### src/rtl/i2c_slave_regif_pkg.sv
// Shared constants, byte-format helpers and FSM encoding for the I2C register responder.
// Byte format on the wire: {tag[1:0], value[5:0]}, MSB first.
package i2c_slave_regif_pkg;

    localparam int unsigned I2C_DATA_BITS = 6;
    localparam int unsigned I2C_TYPE_BITS = 2;
    localparam int unsigned I2C_BYTE_BITS = I2C_TYPE_BITS + I2C_DATA_BITS;

    localparam logic [I2C_TYPE_BITS-1:0] A_ADDR = 2'b00;
    localparam logic [I2C_TYPE_BITS-1:0] D_ADDR = 2'b01;

    typedef enum logic [3:0] {
        StIdle     = 4'd0,
        StAddr     = 4'd1,
        StAddrAck  = 4'd2,
        StWrByte   = 4'd3,
        StWrAck    = 4'd4,
        StRdLoad   = 4'd5,
        StRdByte   = 4'd6,
        StRdAck    = 4'd7,
        StWaitStop = 4'd8
    } state_t;

    function automatic logic [I2C_TYPE_BITS-1:0] byte_tag(input logic [I2C_BYTE_BITS-1:0] b);
        return b[I2C_BYTE_BITS-1 -: I2C_TYPE_BITS];
    endfunction

    function automatic logic [I2C_DATA_BITS-1:0] byte_value(input logic [I2C_BYTE_BITS-1:0] b);
        return b[I2C_DATA_BITS-1:0];
    endfunction

endpackage

### src/rtl/i2c_slave_regif_if.sv
// Pad-side and register-bank-side signals of the I2C register responder.
// The slave modport is the responder's view; master is the pads/register bank view.
interface i2c_slave_regif_if;
    import i2c_slave_regif_pkg::*;

    logic                     SCL_IN;
    logic                     SDA_IN;
    logic                     SDA_OE;
    logic [I2C_DATA_BITS-1:0] REG_ADDR;
    logic [I2C_DATA_BITS-1:0] REG_WDATA;
    logic                     REG_WE;
    logic                     REG_RE;
    logic [I2C_DATA_BITS-1:0] REG_RDATA;
    logic                     BUSY;

    modport slave (
        input  SCL_IN,
        input  SDA_IN,
        input  REG_RDATA,
        output SDA_OE,
        output REG_ADDR,
        output REG_WDATA,
        output REG_WE,
        output REG_RE,
        output BUSY
    );

    modport master (
        output SCL_IN,
        output SDA_IN,
        output REG_RDATA,
        input  SDA_OE,
        input  REG_ADDR,
        input  REG_WDATA,
        input  REG_WE,
        input  REG_RE,
        input  BUSY
    );

endinterface

### src/rtl/i2c_pin_filter.sv
// Pad input conditioning: 2-FF synchronizer, FILTER_LEN-sample glitch filter and edge pulses.
// The filtered level idles high (released bus); edge pulses coincide with the level update.
module i2c_pin_filter #(
    parameter int unsigned FILTER_LEN = 3
) (
    input  logic i_clk,
    input  logic i_rst_n,
    input  logic i_pin,
    output logic o_level,
    output logic o_rise,
    output logic o_fall
);

    localparam int unsigned CntW = (FILTER_LEN > 1) ? $clog2(FILTER_LEN) : 1;

    logic [1:0]      r_sync;
    logic            r_level;
    logic            r_rise;
    logic            r_fall;
    logic [CntW-1:0] r_cnt;

    // The level flips only after FILTER_LEN consecutive synchronized samples disagree with it.
    always_ff @(posedge i_clk) begin
        if (!i_rst_n) begin
            r_sync  <= 2'b11;
            r_level <= 1'b1;
            r_cnt   <= '0;
            r_rise  <= 1'b0;
            r_fall  <= 1'b0;
        end else begin
            r_sync <= {r_sync[0], i_pin};
            r_rise <= 1'b0;
            r_fall <= 1'b0;
            if (r_sync[1] == r_level) begin
                r_cnt <= '0;
            end else if (r_cnt == CntW'(FILTER_LEN - 1)) begin
                r_cnt   <= '0;
                r_level <= r_sync[1];
                r_rise  <= r_sync[1];
                r_fall  <= ~r_sync[1];
            end else begin
                r_cnt <= r_cnt + CntW'(1);
            end
        end
    end

    assign o_level = r_level;
    assign o_rise  = r_rise;
    assign o_fall  = r_fall;

endmodule

### src/rtl/i2c_slave_regif.sv
// I2C target that turns tagged host bytes into register-bank writes and serves reads.
// Optional burst address auto-increment is enabled by defining I2C_AUTOINC_EN.
module i2c_slave_regif
    import i2c_slave_regif_pkg::*;
#(
    parameter logic [6:0]  I2C_ADDR   = 7'h41,
    parameter int unsigned FILTER_LEN = 3
) (
    input  logic               CLK,
    input  logic               GSRn,
    i2c_slave_regif_if.slave   bus
);

    logic w_scl, w_scl_rise, w_scl_fall;
    logic w_sda, w_sda_rise, w_sda_fall;
    logic w_start, w_stop;

    i2c_pin_filter #(
        .FILTER_LEN (FILTER_LEN)
    ) u_scl_filter (
        .i_clk   (CLK),
        .i_rst_n (GSRn),
        .i_pin   (bus.SCL_IN),
        .o_level (w_scl),
        .o_rise  (w_scl_rise),
        .o_fall  (w_scl_fall)
    );

    i2c_pin_filter #(
        .FILTER_LEN (FILTER_LEN)
    ) u_sda_filter (
        .i_clk   (CLK),
        .i_rst_n (GSRn),
        .i_pin   (bus.SDA_IN),
        .o_level (w_sda),
        .o_rise  (w_sda_rise),
        .o_fall  (w_sda_fall)
    );

    assign w_start = w_sda_fall & w_scl;
    assign w_stop  = w_sda_rise & w_scl;

    state_t                   r_state,     w_state_nxt;
    logic [I2C_BYTE_BITS-1:0] r_shift,     w_shift_nxt;
    logic [2:0]               r_bitcnt,    w_bitcnt_nxt;
    logic                     r_rw,        w_rw_nxt;
    logic                     r_nack,      w_nack_nxt;
    logic                     r_rd_phase,  w_rd_phase_nxt;
    logic                     r_sda_oe,    w_sda_oe_nxt;
    logic [I2C_DATA_BITS-1:0] r_reg_addr,  w_reg_addr_nxt;
    logic [I2C_DATA_BITS-1:0] r_reg_wdata, w_reg_wdata_nxt;
    logic                     r_reg_we,    w_reg_we_nxt;
    logic                     r_reg_re,    w_reg_re_nxt;
    logic                     r_busy,      w_busy_nxt;
    logic [I2C_BYTE_BITS-1:0] w_shift_in;
    logic [I2C_BYTE_BITS-1:0] w_rd_word;

    assign w_shift_in = {r_shift[I2C_BYTE_BITS-2:0], w_sda};
    assign w_rd_word  = {D_ADDR, bus.REG_RDATA};

    always_ff @(posedge CLK) begin
        if (!GSRn) begin
            r_state     <= StIdle;
            r_shift     <= '0;
            r_bitcnt    <= '0;
            r_rw        <= 1'b0;
            r_nack      <= 1'b0;
            r_rd_phase  <= 1'b0;
            r_sda_oe    <= 1'b0;
            r_reg_addr  <= '0;
            r_reg_wdata <= '0;
            r_reg_we    <= 1'b0;
            r_reg_re    <= 1'b0;
            r_busy      <= 1'b0;
        end else begin
            r_state     <= w_state_nxt;
            r_shift     <= w_shift_nxt;
            r_bitcnt    <= w_bitcnt_nxt;
            r_rw        <= w_rw_nxt;
            r_nack      <= w_nack_nxt;
            r_rd_phase  <= w_rd_phase_nxt;
            r_sda_oe    <= w_sda_oe_nxt;
            r_reg_addr  <= w_reg_addr_nxt;
            r_reg_wdata <= w_reg_wdata_nxt;
            r_reg_we    <= w_reg_we_nxt;
            r_reg_re    <= w_reg_re_nxt;
            r_busy      <= w_busy_nxt;
        end
    end

    always_comb begin
        w_state_nxt     = r_state;
        w_shift_nxt     = r_shift;
        w_bitcnt_nxt    = r_bitcnt;
        w_rw_nxt        = r_rw;
        w_nack_nxt      = r_nack;
        w_rd_phase_nxt  = r_rd_phase;
        w_sda_oe_nxt    = r_sda_oe;
        w_reg_addr_nxt  = r_reg_addr;
        w_reg_wdata_nxt = r_reg_wdata;
        w_reg_we_nxt    = 1'b0;
        w_reg_re_nxt    = 1'b0;
        w_busy_nxt      = r_busy;

`ifdef I2C_AUTOINC_EN
        if (r_reg_we || r_reg_re) begin
            w_reg_addr_nxt = r_reg_addr + 6'd1;
        end
`endif

        if (w_stop) begin
            w_state_nxt  = StIdle;
            w_sda_oe_nxt = 1'b0;
            w_busy_nxt   = 1'b0;
        end else if (w_start) begin
            w_state_nxt    = StAddr;
            w_bitcnt_nxt   = '0;
            w_sda_oe_nxt   = 1'b0;
            w_rd_phase_nxt = 1'b0;
        end else begin
            unique case (r_state)
                StIdle: ;
                StAddr: begin
                    if (w_scl_rise) begin
                        w_shift_nxt  = w_shift_in;
                        w_bitcnt_nxt = r_bitcnt + 3'd1;
                        if (r_bitcnt == 3'd7) begin
                            if (w_shift_in[7:1] == I2C_ADDR) begin
                                w_state_nxt = StAddrAck;
                                w_busy_nxt  = 1'b1;
                                w_rw_nxt    = w_shift_in[0];
                            end else begin
                                w_state_nxt = StWaitStop;
                            end
                        end
                    end
                end
                // First SCL fall drives the ACK low, the second one releases it.
                StAddrAck, StWrAck: begin
                    if (w_scl_fall) begin
                        if (!r_sda_oe) begin
                            w_sda_oe_nxt = 1'b1;
                        end else begin
                            w_sda_oe_nxt   = 1'b0;
                            w_bitcnt_nxt   = '0;
                            w_rd_phase_nxt = 1'b0;
                            if (r_state == StAddrAck && r_rw) begin
                                w_state_nxt = StRdLoad;
                            end else begin
                                w_state_nxt = StWrByte;
                            end
                        end
                    end
                end
                StWrByte: begin
                    if (w_scl_rise) begin
                        w_shift_nxt  = w_shift_in;
                        w_bitcnt_nxt = r_bitcnt + 3'd1;
                        if (r_bitcnt == 3'd7) begin
                            w_state_nxt = StWrAck;
                            if (byte_tag(w_shift_in) == A_ADDR) begin
                                w_reg_addr_nxt = byte_value(w_shift_in);
                            end else if (byte_tag(w_shift_in) == D_ADDR) begin
                                w_reg_wdata_nxt = byte_value(w_shift_in);
                                w_reg_we_nxt    = 1'b1;
                            end
                        end
                    end
                end
                // Strobe first, capture REG_RDATA on the following CLK and drive its MSB at once.
                StRdLoad: begin
                    if (!r_rd_phase) begin
                        w_reg_re_nxt   = 1'b1;
                        w_rd_phase_nxt = 1'b1;
                    end else begin
                        w_shift_nxt    = w_rd_word;
                        w_sda_oe_nxt   = ~w_rd_word[I2C_BYTE_BITS-1];
                        w_bitcnt_nxt   = '0;
                        w_rd_phase_nxt = 1'b0;
                        w_state_nxt    = StRdByte;
                    end
                end
                StRdByte: begin
                    if (w_scl_fall) begin
                        if (r_bitcnt == 3'd7) begin
                            w_sda_oe_nxt = 1'b0;
                            w_bitcnt_nxt = '0;
                            w_state_nxt  = StRdAck;
                        end else begin
                            w_shift_nxt  = {r_shift[I2C_BYTE_BITS-2:0], 1'b0};
                            w_sda_oe_nxt = ~r_shift[I2C_BYTE_BITS-2];
                            w_bitcnt_nxt = r_bitcnt + 3'd1;
                        end
                    end
                end
                // Host ACK is sampled on the rise; the state moves on the following fall so SDA
                // never changes while SCL is high.
                StRdAck: begin
                    if (w_scl_rise) begin
                        w_nack_nxt = w_sda;
                    end else if (w_scl_fall) begin
                        w_rd_phase_nxt = 1'b0;
                        w_state_nxt    = r_nack ? StWaitStop : StRdLoad;
                    end
                end
                StWaitStop: begin
                    w_sda_oe_nxt = 1'b0;
                end
                default: begin
                    w_state_nxt  = StIdle;
                    w_sda_oe_nxt = 1'b0;
                end
            endcase
        end
    end

    assign bus.SDA_OE    = r_sda_oe;
    assign bus.REG_ADDR  = r_reg_addr;
    assign bus.REG_WDATA = r_reg_wdata;
    assign bus.REG_WE    = r_reg_we;
    assign bus.REG_RE    = r_reg_re;
    assign bus.BUSY      = r_busy;

endmodule

### src/flat_wrapper.sv
// flat-port wrapper written by rule: the top's interface ports become plain ports
module i2c_slave_regif_flat import i2c_slave_regif_pkg::*;
#(
    parameter logic [6:0]  I2C_ADDR   = 7'h41,
    parameter int unsigned FILTER_LEN = 3
)
  (CLK, GSRn, bus_SCL_IN, bus_SDA_IN, bus_REG_RDATA, bus_SDA_OE, bus_REG_ADDR, bus_REG_WDATA, bus_REG_WE, bus_REG_RE, bus_BUSY);
  i2c_slave_regif_if bus_i ();
  input  logic CLK;
  input  logic GSRn;
  input wire logic [$bits(bus_i.SCL_IN)-1:0] bus_SCL_IN;
  input wire logic [$bits(bus_i.SDA_IN)-1:0] bus_SDA_IN;
  input wire logic [$bits(bus_i.REG_RDATA)-1:0] bus_REG_RDATA;
  output wire logic [$bits(bus_i.SDA_OE)-1:0] bus_SDA_OE;
  output wire logic [$bits(bus_i.REG_ADDR)-1:0] bus_REG_ADDR;
  output wire logic [$bits(bus_i.REG_WDATA)-1:0] bus_REG_WDATA;
  output wire logic [$bits(bus_i.REG_WE)-1:0] bus_REG_WE;
  output wire logic [$bits(bus_i.REG_RE)-1:0] bus_REG_RE;
  output wire logic [$bits(bus_i.BUSY)-1:0] bus_BUSY;
  assign bus_i.SCL_IN = bus_SCL_IN;
  assign bus_i.SDA_IN = bus_SDA_IN;
  assign bus_i.REG_RDATA = bus_REG_RDATA;
  assign bus_SDA_OE = bus_i.SDA_OE;
  assign bus_REG_ADDR = bus_i.REG_ADDR;
  assign bus_REG_WDATA = bus_i.REG_WDATA;
  assign bus_REG_WE = bus_i.REG_WE;
  assign bus_REG_RE = bus_i.REG_RE;
  assign bus_BUSY = bus_i.BUSY;
  i2c_slave_regif #(.I2C_ADDR(I2C_ADDR), .FILTER_LEN(FILTER_LEN)) u_core (.CLK(CLK), .GSRn(GSRn), .bus(bus_i));
endmodule
### config.mk
export PLATFORM = sky130hd
export DESIGN_NAME = i2c_slave_regif_flat
export DESIGN_NICKNAME = d
export VERILOG_FILES = /design/src/rtl/i2c_slave_regif_pkg.sv /design/src/rtl/i2c_slave_regif_if.sv /design/src/rtl/i2c_pin_filter.sv /design/src/rtl/i2c_slave_regif.sv /design/src/flat_wrapper.sv
export SDC_FILE = /design/constraint.sdc
export NUM_CORES = 1
export LEC_CHECK = 0
export CAP_MARGIN = 10
export CORE_AREA = 2 2 73 75
export DETAILED_ROUTE_END_ITERATION = 12
export DIE_AREA = 0 0 75 77
export PLACE_DENSITY = 0.81
export SLEW_MARGIN = 30
export SYNTH_ARGS = -nofsm -noshare
export SYNTH_HDL_FRONTEND = slang
export SYNTH_SLANG_ARGS = --single-unit
### constraint.sdc
create_clock -name CLK -period 1.8 [get_ports CLK]
set_clock_uncertainty 0.15 [all_clocks]
set_input_delay 0.36 -clock CLK [delete_from_list [all_inputs] [get_ports CLK]]
set_output_delay 0.36 -clock CLK [all_outputs]
set_load 0.05 [all_outputs]
==> impl_metrics.yaml, run 1 <==
route:
  firstDrtPassIters: 5
  wire_per_inst_um: 16.2
  drc: 0
  detail_route.vias_per_cell: 5.74
  num_vias: 2372
  wl_mm: 6.70
  drt_iter0_markers: 233
  ant_nets: 0
timing:
  period_share_pct: 106
  slew-limit-headroom_pct: 75.6
  rsz0062_at_grt: "true"
  max_freq_ghz: 0.524
  fin_ws_ps: -108
  finalHoldViolCount: 0
  tightest_slew_ps: 363
  drv_slew: 0
  holdWs_ps: 262
  setup_viol: 10
  finalCriticalPeriod_ps: 1910
placement:
  routabilityCongestion: 0.953
  numPortBuffers: 25
  dpl_cell_area_sq_mm: 0.00299
  detailed_place_hpwl_mm: 4.34
  placedCellCount: 394
power:
  leakage_nw: 1.28
  pwr-share-comb_pct: 3.6
  p_seq_share_pct: 59.9
  p_per_area_mw_per_mm2: 513
  switching_share_pct: 22.7
  switchingPower_mw: 0.396
  power.internal_mw: 1.35
  clkPwrFrac_pct: 36.5
  ir_drop_uv: 579
global_route:
  grt_pass1_wl_mm: 9.80
  grt_pass1_vias: 2070
  grt_usage_pct: 21.9
  grt_overflow: 0
  grt_max_degree: 29
  antenna_found_initial: 0
critical_path:
  r2r_start: "u_core.r_bitcnt[0]"
  crit_type: "reg -> reg"
  end_kind: "register"
  cp_max_fo: 7
  worstPathRequired_ps: 1850
  crit_start: "u_core.r_bitcnt[0]"
  crit_end: "u_core.r_shift[2]"
  cp_data_arrival_time_ps: 1960
  startpoint_type: "register"
  reg2reg_to: "u_core.r_shift[2]"
  rrSetupSlack_ps: -110
  reg2regPathDepth: 7
synth:
  synth_edf_count: 0
  synthDistinctLibCells: 54
  avgSynthCellArea_sq_um: 8.75
  syn_nets: 288
  synth_warnings: 0
  syn-cell-area_sq_mm: 0.00239
  synth-main-ff-cell: "dfxtp_1"
  synth.ff_latch_count: 47
  syn_inst: 273
  ys_seq_area_share_pct: 39.4
  postSynth.asyncResetShare_pct: 0
cells_and_area:
  synthToLayoutAreaGrowth_pct: 42.0
  stdcell_area_sq_mm: 0.00339
  antennaDiodeCount: 0
  final_nets: 357
  drive_above_1_share_pct: 35.6
  fin_cells: 413
die:
  die_x_um: 75
  start_util_pct: 48.0
  rows: 26
  die_area_sq_mm: 0.00578
  die_h_um: 77
  core_area_sq_mm: 0.00498
  boundaryPins: 26
clocking:
  clkSinkCount: 47
  cts_made_buffers: 5
  tritoncts: "built"
  clock_path_buffers: 2
  htreeDepth: 2
  root_buffer: "clkbuf_8"
  cts.clk_slew.worst_paths_ps: 80
  insertion_delay_ps: 310
run_status:
  violations: "negative setup slack"
  run_status: "complete, but fails checks"
min_path:
  hold_class: "reg -> reg"
job:
  drv_cap: 0
==> per-layer routing <==
| layer | vias up | global-route usage (%) | part of all wire (%) | routed length [um] |
|---|---|---|---|---|
| met5 | - | 0 | 0 | 0 |
| met4 | 0 | 9.46 | 2.4 | 161 |
| met3 | 22 | 3.81 | 8.5 | 567 |
| met2 | 117 | 31.8 | 48 | 3200 |
| met1 | 1125 | 31.5 | 41 | 2770 |
| li1 | 1108 | - | - | - |
==> cells by family (layout without fill, tap and decap cells) <==
group	Yosys count	in the layout	synth area share, %
flops	47	47	39.4
mux	21	21	8.85
simple gates	117	117	25.4
fa+ha+maj	5	5	2.62
compound gates	57	57	17.5
xor+xnor	2	2	0.733
buf+inv	24	94	5.50
==> cells in the mapped netlist (all sizes together) (3+ instances only) <==
cell type / count / area [sq um]
ha: 5 / 62.6
inv: 5 / 18.8
o21ai: 14 / 73.8
nor2b: 5 / 31.3
o211ai: 3 / 22.5
nor3b: 10 / 91.3
a211o: 3 / 26.3
a21oi: 10 / 50.1
nor3: 6 / 30.0
a31oi: 4 / 25.0
a211oi: 6 / 72.6
nor2: 37 / 144
a311oi: 5 / 50.0
nand2b: 6 / 37.5
clkbuf: 9 / 33.8
mux2i: 20 / 200
buf: 9 / 75.1
nand2: 32 / 120
nand3: 8 / 45.0
dfxtp: 47 / 941
==> worst min-delay path by stage <==
stage / startpoint / end / slack, ps / depth (start not counted)
after floorplan: u_core.u_scl_filter.r_sync[0] / u_core.u_scl_filter.r_sync[1] / 240 / 1
after global placement: u_core.u_scl_filter.r_sync[0] / u_core.u_scl_filter.r_sync[1] / 240 / 1
after detailed placement: u_core.u_sda_filter.r_sync[0] / u_core.u_sda_filter.r_sync[1] / 240 / 1
after CTS: u_core.u_sda_filter.r_sync[0] / u_core.u_sda_filter.r_sync[1] / 260 / 1
after global routing: u_core.u_sda_filter.r_sync[0] / u_core.u_sda_filter.r_sync[1] / 270 / 1
final: u_core.u_sda_filter.r_sync[0] / u_core.u_sda_filter.r_sync[1] / 260 / 1
==> worst max-delay path, cell delays in order, from the launching register on <==
cell      delay, ps
dfxtp_2         340
ha_4            170
ha_4            170
a41o_1          210
a211oi_4        290
buf_12          180
nor2_2           30
a311oi_1        250
==> power by group through the flow <==
stage	Clock (mW)	Sequential, mW	Combinational (mW)
floorplan	0	1.07	0.0228
global placement	0	1.07	0.0604
detailed placement	0	1.07	0.0615
CTS	0.643	1.05	0.0621
global route	0.679	1.04	0.0689
finish	0.635	1.04	0.0635
==> flip-flops by register name (all words and copies together) (netlist names), 2 cells and up <==
name and cells:
u_core.bus.REG_ADDR 6, u_core.bus.REG_WDATA 6, u_core.r_bitcnt 3, u_core.r_shift 7, u_core.r_state 4, u_core.u_scl_filter.r_cnt 2
u_core.u_scl_filter.r_sync 2, u_core.u_sda_filter.r_cnt 2, u_core.u_sda_filter.r_sync 2
==> cell type report <==
cell class	instances	area, sq um
Multi-Input combinational cell	202	1490
Tap cell	70	87.6
Fill cell	358	1580
Inverter	6	22.5
Clock inverter	2	12.5
Clock buffer	6	72.6
Timing Repair Buffer	80	748
Sequential cell	47	957
==> metrics by stage <==
| step | power (mW) | worst slack [ps] | setup TNS (ps) | util [%] |
|---|---|---|---|---|
| finish | 1.74 | -108 | -440 | 68.2 |
| global route | 1.79 | -154 | -1370 | 68.2 |
| CTS | 1.75 | -76.9 | -918 | 62.7 |
| detailed placement | 1.13 | -108 | -798 | 60.0 |
| global placement | 1.13 | -87.9 | -478 | 60.0 |
| floorplan | 1.09 | 20.1 | 0 | - |
==> cells in the final DEF, fill, tap and decap left out, types with 6 or more instances in the layout <==
cell type        instances
a21oi_1                  9
buf_4                   58
buf_6                    6
clkdlybuf4s50_1          9
dfxtp_1                 40
mux2i_1                 20
nand2_1                 31
nand2b_1                 6
nand3_1                  7
nor2_1                  29
nor3b_1                  7
o21ai_0                  6
o21ai_1                  6
==> what timing repair did <==
action	4_1_cts	5_1_grt
endpoints found under the setup margin	20	31
resized for setup	6	41
hold buffers	0	0
pin swaps	5	12
gates cloned	0	3
buffers inserted	2	6
No activity file was read; power rests on OpenSTA's default activity.
==> inputs of run 2 (changes only) <==
Settings changed: REMOVE_ABC_BUFFERS set to 1.
==> impl_metrics.yaml, run 2 (synthesis results as in run 1) <==
route:
  drc: 0
  detail_route.vias_per_cell: 5.65
  firstDrtPassIters: 5
  wl_mm: 6.59
  ant_nets: 0
  wire_per_inst_um: 16.1
  num_vias: 2315
  drt_iter0_markers: 165
placement:
  detailed_place_hpwl_mm: 4.38
  place_worst_setup_slack_ps: -202
  numPortBuffers: 25
  routabilityCongestion: 0.876
  dpl_cell_area_sq_mm: 0.00296
clocking:
  cts.clk_slew.worst_paths_ps: 90
  root_buffer: "clkbuf_8"
  clock_path_buffers: 2
  tritoncts: "built"
  htreeDepth: 2
  cts_made_buffers: 5
  insertion_delay_ps: 310
  hold_buffers: 0
  clkSinkCount: 47
cells_and_area:
  largest_reg_flops: 7
  final_nets: 354
  antennaDiodeCount: 0
  synthToLayoutAreaGrowth_pct: 37.7
  top_register: "u_core.r_shift"
  stdcell_area_sq_mm: 0.00329
  utilization_pct: 66.1
  layout_commonest_cell: "buf_4"
  drive_above_1_share_pct: 33.5
  fillers: 369
  layout_common_cells: "buf_4 (59), dfxtp_1 (42), nand2_1 (32), nor2_1 (30), mux2i_1 (19)"
timing:
  tns_ps: -361
  drv_slew: 0
  slew-limit-headroom_pct: 74.9
  rsz0062_at_grt: "true"
  tightest_slew_ps: 373
  max_freq_ghz: 0.527
  period_share_pct: 105
  setup_viol: 9
  holdWs_ps: 264
  fin_ws_ps: -96.0
  finalHoldViolCount: 0
  finalCriticalPeriod_ps: 1900
critical_path:
  rrSetupSlack_ps: -100
  critical_path.max_stage_delay_ps: 350
  cp.depth: 8
  r2r_start: "u_core.r_bitcnt[1]"
  slowest_stage: "dfxtp_2"
  cp_data_arrival_time_ps: 1940
  reg2regPathDepth: 8
  crit_type: "reg -> reg"
  worstPathRequired_ps: 1840
  reg2reg_to: "u_core.r_state[2]"
  end_kind: "register"
  cp_common_cell: "ha_4"
  cpLargestDelayFamily: "compound AO/OA/AOI/OAI gates"
  crit_chain: "ha_4 > ha_4 > nor2b_4 > a211o_1 > a31oi_1 > buf_4 > nand4b_1 > a21oi_1"
  startpoint_type: "register"
  cp_max_fo: 5
  crit_buf_inv: 1
global_route:
  grt_usage_pct: 23.5
  grt_max_degree: 23
  grt_util_met2_pct: 39.3
  grt_pass1_wl_mm: 10.5
  grt_util_met1_pct: 28.6
  grt_use_met3_pct: 3.55
  grt_busiest_layer: "met2"
  antenna_found_initial: 0
  grt_overflow: 0
  grt_pass1_vias: 2272
run_status:
  run_status: "complete, but fails checks"
  violations: "negative setup slack"
min_path:
  worstHoldStart: "u_core.u_scl_filter.r_sync[0]"
  hold_path_end: "u_core.u_scl_filter.r_sync[1]"
  holdPathStages: 1
  hold_class: "reg -> reg"
power:
  ir_drop_uv: 579
  switchingPower_mw: 0.418
  leakage_nw: 1.25
  power.internal_mw: 1.53
  p_per_area_mw_per_mm2: 592
  clkPwrFrac_pct: 43.4
  p_seq_share_pct: 53.7
  switching_share_pct: 21.5
  pwr-share-comb_pct: 2.9
job:
  drv_cap: 0
die:
  start_util_pct: 48.0
  die_h_um: 77
  rows: 26
  die_area_sq_mm: 0.00578
  core_area_sq_mm: 0.00498
  die_x_um: 75
  boundaryPins: 26
run 2: cell count changes in the layout (fill, tap and decap cells not counted), moves of 2 or more:
cell | previous run | this run
clkbuf_16 | 3 | 0
dfxtp_1 | 40 | 42
o21ai_0 | 6 | 8
o21ai_1 | 6 | 3
buf_6 | 6 | 4
dfxtp_4 | 3 | 1
a31oi_4 | 2 | 0
run 2: what timing repair did:
| action | CTS | global route |
|---|---|---|
| pin swaps | 15 | 7 |
| gates cloned | 1 | 0 |
| buffers inserted | 6 | 3 |
| endpoints found under the setup margin | 27 | 21 |
| resized for setup | 22 | 13 |
run 2: metal layers:
metal	share of wire, %	vias to the layer above
li1	-	1098
met1	41	1096
met2	50	95
met3	5.0	26
met4	4.2	0
met5	0	-
run 2: through the flow:
stage	power, mW	cells
floorplan	1.09	255
global placement	1.13	393
detailed placement	1.13	393
CTS	1.94	408
global route	1.99	410
finish	1.95	410
run 2: final cells by class:
| cell class | count | area, sq um | area share (%) |
|---|---|---|---|
| Clock buffer | 6 | 82.6 | 2.51 |
| Tap cell | 70 | 87.6 | 2.66 |
| Clock inverter | 2 | 38.8 | 1.18 |
| Inverter | 6 | 22.5 | 0.684 |
| Multi-Input combinational cell | 202 | 1430 | 43.5 |
| Timing Repair Buffer | 77 | 678 | 20.6 |
| Sequential cell | 47 | 950 | 28.8 |
run 2: how the worst max path moves through the flow:
stage | startpoint | end | slack, ps
after floorplan | u_core.r_state[0] | u_core.r_shift[1] | -350
after global placement | u_core.r_state[0] | u_core.r_state[0] | -130
after detailed placement | u_core.r_state[0] | u_core.r_state[0] | -200
after CTS | u_core.r_bitcnt[1] | u_core.r_shift[4] | -40
after global routing | u_core.r_bitcnt[1] | u_core.r_state[1] | -120
final | u_core.r_bitcnt[1] | u_core.r_state[2] | -100
run 2: power groups by stage:
stage / Sequential [mW] / Combinational, mW / Clock (mW)
5_1_grt: 1.05 / 0.0619 / 0.883
2_1_floorplan: 1.07 / 0.0187 / 0
3_3_place_gp: 1.07 / 0.0553 / 0
6_report: 1.05 / 0.0573 / 0.845
4_1_cts: 1.05 / 0.0566 / 0.840
3_5_place_dp: 1.07 / 0.0560 / 0
